<file path="src/rtl/rm14_encode_tx.sv">
// RM(1,4) encoder/transmitter: takes a 5-bit message and builds its 16-bit codeword,
// then streams the codeword out one bit per valid/ready beat.
//
// state | meaning
// IDLE  | no codeword in flight; ready for a message once out of reset
// SEND  | shifting the codeword out; idx is the beat currently presented
module rm14_encode_tx #(
    parameter bit LSB_FIRST = 1'b1,
    parameter int CNT_W     = 16
) (
    input  logic             clk,
    input  logic             rst_n,
    input  logic [4:0]       msg_data,
    input  logic             msg_valid,
    output logic             msg_ready,
    output logic             ser_bit,
    output logic             ser_valid,
    input  logic             ser_ready,
    output logic             ser_first,
    output logic             ser_last,
    output logic [15:0]      cw_data,
    output logic [CNT_W-1:0] cw_count
);

    typedef enum logic {IDLE = 1'b0, SEND = 1'b1} state_t;

    state_t      state, state_nx;
    logic        armed;
    logic [3:0]  idx;
    logic [15:0] shreg;
    logic [15:0] cw_new;
    logic        beat, last_beat, accept;

    always_comb begin
        cw_new = '0;
        for (int j = 0; j < 16; j++) begin
            cw_new[j] = msg_data[0] ^ (msg_data[1] & j[0]) ^ (msg_data[2] & j[1])
                      ^ (msg_data[3] & j[2]) ^ (msg_data[4] & j[3]);
        end
    end

    assign beat      = (state == SEND) && ser_ready;
    assign last_beat = beat && (idx == 4'd15);
    assign accept    = msg_valid && msg_ready;

    always_ff @(posedge clk or negedge rst_n) begin
        if (!rst_n) begin
            state <= IDLE;
        end else begin
            state <= state_nx;
        end
    end

    always_comb begin
        state_nx = state;
        case (state)
            IDLE:    if (accept) state_nx = SEND;
            SEND:    if (last_beat && !accept) state_nx = IDLE;
            default: state_nx = IDLE;
        endcase
    end

    // msg_ready opens on the last beat so a waiting message follows with no bubble
    always_comb begin
        msg_ready = armed && ((state == IDLE) || last_beat);
        ser_valid = (state == SEND);
        ser_bit   = 1'b0;
        if (state == SEND) begin
            ser_bit = LSB_FIRST ? shreg[0] : shreg[15];
        end
        ser_first = (state == SEND) && (idx == 4'd0);
        ser_last  = (state == SEND) && (idx == 4'd15);
    end

    always_ff @(posedge clk or negedge rst_n) begin
        if (!rst_n) begin
            armed    <= 1'b0;
            idx      <= '0;
            shreg    <= '0;
            cw_data  <= '0;
            cw_count <= '0;
        end else begin
            armed <= 1'b1;
            if (last_beat) begin
                cw_count <= cw_count + {{(CNT_W-1){1'b0}}, 1'b1};
            end
            if (accept) begin
                shreg   <= cw_new;
                cw_data <= cw_new;
                idx     <= '0;
            end else if (beat) begin
                shreg <= LSB_FIRST ? {1'b0, shreg[15:1]} : {shreg[14:0], 1'b0};
                idx   <= idx + 4'd1;
            end
        end
    end

endmodule

</file>
<file path="config.mk">
export PLATFORM = sky130hd
export DESIGN_NAME = rm14_encode_tx
export DESIGN_NICKNAME = d
export VERILOG_FILES = /design/src/rtl/rm14_encode_tx.sv
export SDC_FILE = /design/constraint.sdc
export NUM_CORES = 1
export LEC_CHECK = 0
export ABC_AREA = 1
export CAP_MARGIN = 20
export CELL_PAD_IN_SITES_DETAIL_PLACEMENT = 1
export CELL_PAD_IN_SITES_GLOBAL_PLACEMENT = 1
export CORE_ASPECT_RATIO = 1.2
export CORE_MARGIN = 2
export CORE_UTILIZATION = 41
export DETAILED_ROUTE_END_ITERATION = 6
export PLACE_DENSITY = 0.85
export SLEW_MARGIN = 20
export SYNTH_ARGS = -nofsm -noshare
export SYNTH_HDL_FRONTEND = slang
export SYNTH_SLANG_ARGS = --single-unit
export TNS_END_PERCENT = 5
</file>
<file path="constraint.sdc">
create_clock -name clk -period 4.1 [get_ports clk]
set_clock_uncertainty 0.15 [all_clocks]
set_input_delay 0.615 -clock clk [delete_from_list [all_inputs] [get_ports clk]]
set_output_delay 0.615 -clock clk [all_outputs]
set_load 0.05 [all_outputs]
</file>
==> results of run 1 <==
[per-layer routing]
metal / vias up / track usage / share of wire
li1: 1144 / - / -
met1: 1105 / 0.246 / 0.42
met2: 38 / 0.374 / 0.54
met3: 5 / 0.0292 / 0.029
met4: 0 / 0.0580 / 0.013
met5: - / 0 / 0
[registers in the layout (all words and copies together), names as in the netlist]
| signal | flops |
|---|---|
| cw_count | 16 |
| cw_data | 16 |
| shreg | 16 |
| idx | 4 |
| armed | 1 |
| ser_valid | 1 |
[cells in the mapped netlist, types with 4 or more instances]
master,count
nor2_1,17
nand2_1,139
inv_1,31
nand2_2,4
dfrtp_1,54
nand4_1,4
xor2_1,9
a21boi_0,4
buf_2,6
o21ai_0,6
nand3_1,41
[per-stage QoR]
step                      utilization  power [W]  cell area (um2)  worst slack, ns
after global routing            0.516    0.00230             3290            0.466
after CTS                       0.516    0.00218             3290            0.569
after detailed placement        0.499    0.00182             3180            0.592
final                           0.516    0.00216             3290            0.594
after global placement          0.499    0.00178             3180            0.635
after floorplan                     -    0.00149             2670             1.49
[layout make-up]
type | instances | share of cell area
clock buffer | 5 | 0.0209
tap | 85 | 0.0324
sequential | 54 | 0.411
timing repair buffer | 46 | 0.138
multi-input combinational | 244 | 0.349
inverter | 32 | 0.0365
clock inverter | 3 | 0.0122
[worst paths after layout]
check,cells past startpoint,slack [ns],to
min in group clk,2,0.33,cw_data[4]
worst min register to register,2,0.33,cw_data[4]
max in group asynchronous,2,2.88,cw_data[9]
worst max register to register,7,1.59,shreg[4]
worst min-delay path,1,0.1,cw_data[4]
worst max-delay path,8,0.59,msg_ready
[cells by family (layout without fill, tap and decap cells)]
family | Yosys count | in the layout | share of synthesized area
AOI/OAI and AO/OA | 11 | 11 | 0.0272
adders and majority gates | 3 | 3 | 0.0141
DFF | 54 | 54 | 0.506
xor gates and xnor gates | 12 | 12 | 0.0393
buffers and inverters | 41 | 86 | 0.0646
other | 1 | 1 | 0.00140
and+or+nand+nor | 217 | 217 | 0.348
[critical path: cells and delay by family]
family / cells / cell delay, ns
buf+inv: 4 / 1.64
simple gates: 4 / 0.47
[power by group through the flow]
stage | combinational (W) | clock [W] | sequential (W)
2_1_floorplan | 0.000376 | 0 | 0.00111
3_3_place_gp | 0.000953 | 0 | 0.000827
3_5_place_dp | 0.000981 | 0 | 0.000835
4_1_cts | 0.000986 | 0.000365 | 0.000826
5_1_grt | 0.00107 | 0.000383 | 0.000848
6_report | 0.000974 | 0.000359 | 0.000825
==> impl_metrics.env, run 1 <==
export IMPL_gr_total_overflow=0
export IMPL_cts_sinks=54
export IMPL_tightest_slew_ns=0.821
export IMPL_layout_commonest_cell="nand2_1"
export IMPL_maxCapViolations=0
export IMPL_synth_top_area_cell="dfrtp_1"
export IMPL_postCtsSetupRepairBufs=0
export IMPL_cts_root_buf="clkbuf_8"
export IMPL_die_area_mm2=0.00718
export IMPL_wire_per_inst_um=14.2
export IMPL_seqPwrFrac=0.382
export IMPL_status="complete, no violations"
export IMPL_numCtsBuffers=5
export IMPL_clk_pin_slew_ns=0.10
export IMPL_critPathMaxStageDelay_ns=0.79
export IMPL_initial_utilization=0.420
export IMPL_fillCellCount=793
export IMPL_first_iter_violations=78
export IMPL_irDropWorstVdd_mv=0.258
export IMPL_intPower_w=0.00121
export IMPL_switching_power_w=0.000951
export IMPL_routed_via_density=4.89
export IMPL_combPwrFrac=0.451
export IMPL_final_setup_tns_ns=0
export IMPL_timing_fmax_mhz=285
export IMPL_cp_startpoint="ser_ready"
export IMPL_min_period_ns=3.51
export IMPL_avgSynthCellArea_um2=7.88
export IMPL_coreArea_mm2=0.00637
export IMPL_rsz0062_at_grt="no"
export IMPL_tritoncts="done"
export IMPL_final_cells=469
export IMPL_cpMostUsedCell="nand2_2"
export IMPL_grt_use_total=0.204
export IMPL_switching_share=0.441
export IMPL_worstSetupStartpointType="input pin"
export IMPL_drt_first_pass_iters=4
export IMPL_final_max_slew_violation_count=0
export IMPL_hold_buffers=0
export IMPL_vias=2292
export IMPL_synthTopCellsByArea="dfrtp_1 51%, nand2_1 20%, nand3_1 7.7%"
export IMPL_r2r_start="ser_valid"
export IMPL_multi_input_area_mm2=0.00115
export IMPL_synth_flop_cell="dfrtp_1"
export IMPL_htreeDepth=2
export IMPL_synth_seq_cells=54
export IMPL_cp_max_fo=20
export IMPL_leakagePower_nw=1.71
export IMPL_yosys_warnings=0
export IMPL_dp_hpwl_um=5020
export IMPL_route_detailed_drc=0
export IMPL_syn_num_nets=351
export IMPL_clock_path_buffers=2
export IMPL_wirelength_um=6660
export IMPL_endpoint_kind="primary output"
export IMPL_powerDensity_mw_per_mm2=656
export IMPL_power_frac_clock=0.166
export IMPL_grt_first_pass_wirelength_um=11600
export IMPL_clk_latency_ns=0.31
export IMPL_hold_viol=0
export IMPL_synthCells=339
export IMPL_min_period_over_period=0.855
export IMPL_cpMaxStageDelayCell="clkdlybuf4s50_1"
export IMPL_fp_dieW_um=77.7
export IMPL_dp_cells=461
export IMPL_hold_class="in -> async"
export IMPL_antennaDiodeCount=0
export IMPL_drive_above_1_share=0.0573
export IMPL_synth_cell_type_count=26
export IMPL_seq_area_mm2=0.00135
export IMPL_path_class="in -> out"
export IMPL_grt_max_degree=37
export IMPL_maxSlewHeadroom=0.451
export IMPL_yosysSeqAreaShare=0.506
export IMPL_syn_area_mm2=0.00267
export IMPL_syn_to_final_growth_pct=23.0
export IMPL_synth_async_reset_ratio=1.00
export IMPL_crit_required_ns=3.34
export IMPL_antenna_found_initial=0
export IMPL_synth_edf_count=0
export IMPL_cp_data_arrival_time_ns=2.74
export IMPL_setup_viol=0
export IMPL_hold_worst_slack_ns=0.0968
export IMPL_die_h_um=92.4
export IMPL_io_buffers=45
export IMPL_synth_top_area_share=0.506
export IMPL_ctsResizeCount=0
export IMPL_crit_path_cell_trace="clkdlybuf4s50_1 -> nand2_2 -> inv_2 -> nand2_2 -> nand2_2 -> nand2_2 -> inv_1 -> clkdlybuf4s50_1"
export IMPL_fin_nets=395
export IMPL_final_antenna_net_count=0
export IMPL_grt_pass1_vias=2400
export IMPL_rows=32
export IMPL_finalWeightedCongestion=0.853
export IMPL_io_pins=46
export IMPL_final_cell_mix="139 x nand2_1, 54 x dfrtp_1, 44 x clkdlybuf4s50_1"
(Power assumes the default switching activity.)
==> inputs of run 2 (changes only) <==
Settings changed: CORE_UTILIZATION 41 to 39, PLACE_DENSITY 0.85 to 0.81.
Clock period 4.1 ns to 3.8 ns, I/O delays scaled along.
==> impl_metrics.env, run 2 (synthesis results as in run 1) <==
export IMPL_numCtsBuffers=5
export IMPL_endpoint_kind="primary output"
export IMPL_tritoncts="done"
export IMPL_first_iter_violations=69
export IMPL_coreArea_mm2=0.00673
export IMPL_fin_nets=396
export IMPL_top_regs="cw_count (16), cw_data (16), shreg (16)"
export IMPL_status="complete, no violations"
export IMPL_drt_first_pass_iters=4
export IMPL_cts_root_buf="clkbuf_8"
export IMPL_switching_share=0.448
export IMPL_rsz0062_at_grt="no"
export IMPL_combPwrFrac=0.463
export IMPL_final_antenna_net_count=0
export IMPL_finalWeightedCongestion=0.850
export IMPL_cts_sinks=54
export IMPL_clk_pin_slew_ns=0.09
export IMPL_ctsResizeCount=0
export IMPL_antennaDiodeCount=0
export IMPL_final_setup_tns_ns=0
export IMPL_cp_data_arrival_time_ns=2.66
export IMPL_reg2regPathDepth=8
export IMPL_powerDensity_mw_per_mm2=693
export IMPL_setup_viol=0
export IMPL_drive_above_1_share=0.0571
export IMPL_antenna_found_initial=0
export IMPL_min_period_ns=3.38
export IMPL_io_pins=46
export IMPL_worstSetupStartpointType="input pin"
export IMPL_route_detailed_drc=0
export IMPL_fillCellCount=826
export IMPL_fp_dieW_um=79.6
export IMPL_hold_viol=0
export IMPL_seq_area_mm2=0.00135
export IMPL_hold_class="in -> async"
export IMPL_switching_power_w=0.00102
export IMPL_dpl_cell_area_mm2=0.00319
export IMPL_fin_area_mm2=0.00328
export IMPL_min_period_over_period=0.889
export IMPL_p_total_w=0.00227
export IMPL_path_class="in -> out"
export IMPL_intPower_w=0.00126
export IMPL_final_cell_mix="139 x nand2_1, 54 x dfrtp_1, 44 x clkdlybuf4s50_1"
export IMPL_maxCapViolations=0
export IMPL_maxSlewHeadroom=0.401
export IMPL_tightest_slew_ns=0.899
export IMPL_cp_max_fo=20
export IMPL_routed_via_density=5.03
export IMPL_irDropWorstVdd_mv=0.319
export IMPL_rows=33
export IMPL_wire_per_inst_um=13.7
export IMPL_grt_max_degree=39
export IMPL_leakagePower_nw=1.71
export IMPL_dp_hpwl_um=4800
export IMPL_grt_pass1_vias=2436
export IMPL_grt_use_total=0.186
export IMPL_clock_path_buffers=2
export IMPL_crit_required_ns=3.08
export IMPL_htreeDepth=2
export IMPL_initial_utilization=0.397
export IMPL_layout_commonest_cell="nand2_1"
export IMPL_die_h_um=94.7
export IMPL_r2r_end="idx[0]"
export IMPL_timing_fmax_mhz=296
export IMPL_final_max_slew_violation_count=0
export IMPL_clk_latency_ns=0.31
export IMPL_r2r_start="ser_valid"
export IMPL_power_frac_clock=0.147
export IMPL_reg2reg_slack_ns=1.37
export IMPL_syn_to_final_growth_pct=22.8
export IMPL_die_area_mm2=0.00753
export IMPL_hold_buffers=0
export IMPL_postCtsSetupRepairBufs=0
export IMPL_multi_input_area_mm2=0.00115
export IMPL_gr_total_overflow=0
export IMPL_seqPwrFrac=0.390
export IMPL_grt_first_pass_wirelength_um=10900
export IMPL_vias=2376
export IMPL_io_buffers=45
export IMPL_wirelength_um=6460
[run 2: cell types whose count changed in the layout (fill, tap and decap cells not counted), sizes merged]
cell    previous run  this run
buf                2         3
bufinv             1         0
clkbuf             5         7
clkinv             2         1
[run 2: metal layers]
metal	GRT usage	vias up	part of all wire
met2	0.340	52	0.52
li1	-	1148	-
met5	0	-	0
met1	0.209	1167	0.43
met4	0.0790	0	0.018
met3	0.0392	9	0.034
[run 2: how the worst max path moves through the flow]
stage,cells after the start,slack (ns),startpoint,end
finish,8,0.42,ser_ready,msg_ready
global route,8,0.28,ser_ready,msg_ready
CTS,8,0.40,ser_ready,msg_ready
detailed placement,8,0.41,ser_ready,msg_ready
global placement,8,0.47,ser_ready,msg_ready
floorplan,2,1.23,ser_valid,ser_first
[run 2: area by class of cell]
type	instances	area share
Clock buffer	7	0.0263
Clock inverter	1	0.00153
Inverter	32	0.0366
Multi-Input combinational cell	244	0.350
Sequential cell	54	0.412
Tap cell	87	0.0332
Timing Repair Buffer	47	0.140
[run 2: stage by stage]
step / util / hold WS (ns) / instances / setup slack, ns
3_5_place_dp: 0.474 / 0.316 / 464 / 0.413
2_1_floorplan: - / 0.124 / 339 / 1.23
5_1_grt: 0.487 / 0.284 / 472 / 0.278
4_1_cts: 0.487 / 0.255 / 472 / 0.401
6_report: 0.487 / 0.230 / 472 / 0.423
3_3_place_gp: 0.474 / 0.311 / 464 / 0.466
[run 2: power by group through the flow]
stage	clock network (W)	logic, W	registers, W
2_1_floorplan	0	0.000406	0.00120
3_3_place_gp	0	0.00103	0.000896
3_5_place_dp	0	0.00106	0.000896
4_1_cts	0.000347	0.00106	0.000889
5_1_grt	0.000363	0.00115	0.000912
6_report	0.000335	0.00105	0.000887
[run 2: worst max-delay path, stage by stage]
cell and delay (ns):
clkdlybuf4s50_1 0.47, nand2_2 0.09, inv_2 0.29, nand2_2 0.16, nand2_2 0.13, nand2_2 0.09
inv_1 0.06, clkdlybuf4s50_1 0.79
==> inputs of run 3 (changes only) <==
--- a/config.mk
+++ b/config.mk
@@ -16,2 +16,3 @@
 export PLACE_DENSITY = 0.81
+export REMOVE_ABC_BUFFERS = 1
 export SLEW_MARGIN = 20
==> constraint.sdc (replaced) <==
create_clock -name clk -period 3.8 [get_ports clk]
set_clock_uncertainty 0.15 [all_clocks]
set_input_delay 0.76 -clock clk [delete_from_list [all_inputs] [get_ports clk]]
set_output_delay 0.76 -clock clk [all_outputs]
set_load 0.05 [all_outputs]
==> impl_metrics.env, run 3 (synthesis results as in run 1) <==
export IMPL_status="complete, no violations"
export IMPL_wire_per_inst_um=14.0
export IMPL_fp_dieW_um=79.6
export IMPL_p_total_w=0.00233
export IMPL_irDropWorstVdd_mv=0.378
export IMPL_die_area_mm2=0.00753
export IMPL_rsz0062_at_grt="no"
export IMPL_final_max_slew_violation_count=0
export IMPL_vias=2346
export IMPL_cp_max_fo=20
export IMPL_layout_commonest_cell="nand2_1"
export IMPL_min_period_ns=3.18
export IMPL_antennaDiodeCount=0
export IMPL_grt_first_pass_wirelength_um=11400
export IMPL_postCtsSetupRepairBufs=0
export IMPL_crit_required_ns=2.89
export IMPL_numCtsBuffers=5
export IMPL_cts_root_buf="clkbuf_8"
export IMPL_htreeDepth=2
export IMPL_finalWeightedCongestion=0.886
export IMPL_maxSlewHeadroom=0.513
export IMPL_wirelength_um=6610
export IMPL_endpoint_kind="primary output"
export IMPL_setup_viol=0
export IMPL_hold_viol=0
export IMPL_hold_buffers=0
export IMPL_final_setup_tns_ns=0
export IMPL_cp_data_arrival_time_ns=2.27
export IMPL_leakagePower_nw=1.72
export IMPL_io_buffers=45
export IMPL_min_period_over_period=0.838
export IMPL_clock_path_buffers=2
export IMPL_powerDensity_mw_per_mm2=706
export IMPL_syn_to_final_growth_pct=23.8
export IMPL_fin_nets=396
export IMPL_rows=33
export IMPL_hold_class="in -> async"
export IMPL_grt_use_total=0.195
export IMPL_die_h_um=94.7
export IMPL_initial_utilization=0.397
export IMPL_grt_pass1_vias=2462
export IMPL_path_class="in -> out"
export IMPL_coreArea_mm2=0.00673
export IMPL_dp_hpwl_um=4860
export IMPL_cts_sinks=54
export IMPL_maxCapViolations=0
export IMPL_r2r_start="ser_valid"
export IMPL_clk_pin_slew_ns=0.09
export IMPL_gr_total_overflow=0
export IMPL_worstSetupStartpointType="input pin"
export IMPL_tightest_slew_ns=0.729
export IMPL_top_regs="cw_count (16), cw_data (16), shreg (16)"
export IMPL_tritoncts="done"
export IMPL_final_antenna_net_count=0
export IMPL_drt_first_pass_iters=4
export IMPL_routed_via_density=4.97
export IMPL_antenna_found_initial=0
export IMPL_first_iter_violations=78
export IMPL_clk_latency_ns=0.32
export IMPL_route_detailed_drc=0
export IMPL_cp_startpoint="ser_ready"
export IMPL_grt_max_degree=35
export IMPL_ctsResizeCount=0
export IMPL_io_pins=46
export IMPL_timing_fmax_mhz=314
export IMPL_drive_above_1_share=0.0623
export IMPL_fillCellCount=843
export IMPL_final_cell_mix="139 x nand2_1, 54 x dfrtp_1, 43 x clkdlybuf4s50_1"
## run 3: cell types whose count changed in the layout (fill, tap and decap cells not counted), sizes merged
cell and delta:
buf +1, bufinv +1, clkbuf -2, clkdlybuf4s50 -1
clkinv +1
## run 3: area by class of cell
class | instances | area (um2) | area share
clock buffer | 5 | 68.8 | 0.0208
clock inverter | 3 | 40.0 | 0.0121
inverter | 32 | 120 | 0.0363
multi-input combinational | 244 | 1150 | 0.347
sequential | 54 | 1350 | 0.409
tap | 87 | 109 | 0.0329
timing repair buffer | 47 | 470 | 0.142
## run 3: final timing paths
| path | to | depth (start not counted) | slack, ns |
|---|---|---|---|
| worst max-delay path | msg_ready | 8 | 0.62 |
| worst min-delay path | cw_count[4] | 1 | 0.25 |
| worst max register to register | shreg[4] | 8 | 1.51 |
| worst min register to register | cw_data[9] | 2 | 0.34 |
| max in group asynchronous | cw_count[1] | 2 | 2.43 |
| min in group clk | cw_data[9] | 2 | 0.34 |
## run 3: worst max-delay path, stage by stage
cell             delay (ns)
clkdlybuf4s50_1        0.48
nand2_2                0.09
inv_2                  0.30
nand2_2                0.16
nand2_2                0.13
nand2_2                0.09
inv_1                  0.12
buf_12                 0.14
## run 3: per-stage QoR
step | std cells | util | hold slack [ns] | instance area, um2 | setup WS [ns]
floorplan | 330 | - | 0.300 | 2620 | 1.04
global placement | 464 | 0.475 | 0.319 | 3200 | 0.657
detailed placement | 464 | 0.475 | 0.319 | 3200 | 0.620
CTS | 472 | 0.491 | 0.266 | 3310 | 0.588
global route | 472 | 0.491 | 0.273 | 3310 | 0.478
finish | 472 | 0.491 | 0.250 | 3310 | 0.616
## run 3: per-layer routing
metal,global-route usage,vias to the layer above,share of wire
li1,-,1139,-
met1,0.230,1146,0.43
met2,0.358,53,0.52
met3,0.0335,8,0.034
met4,0.0632,0,0.015
met5,0,-,0
## run 3: where the power goes
part | total [W] | switching, W | leakage (nW) | internal (W)
Combinational | 0.00106 | 0.000706 | 0.976 | 0.000351
Clock | 0.000391 | 0.000197 | 0.0579 | 0.000194
Sequential | 0.000886 | 0.000123 | 0.689 | 0.000763
Total | 0.00233 | 0.00103 | 1.72 | 0.00131
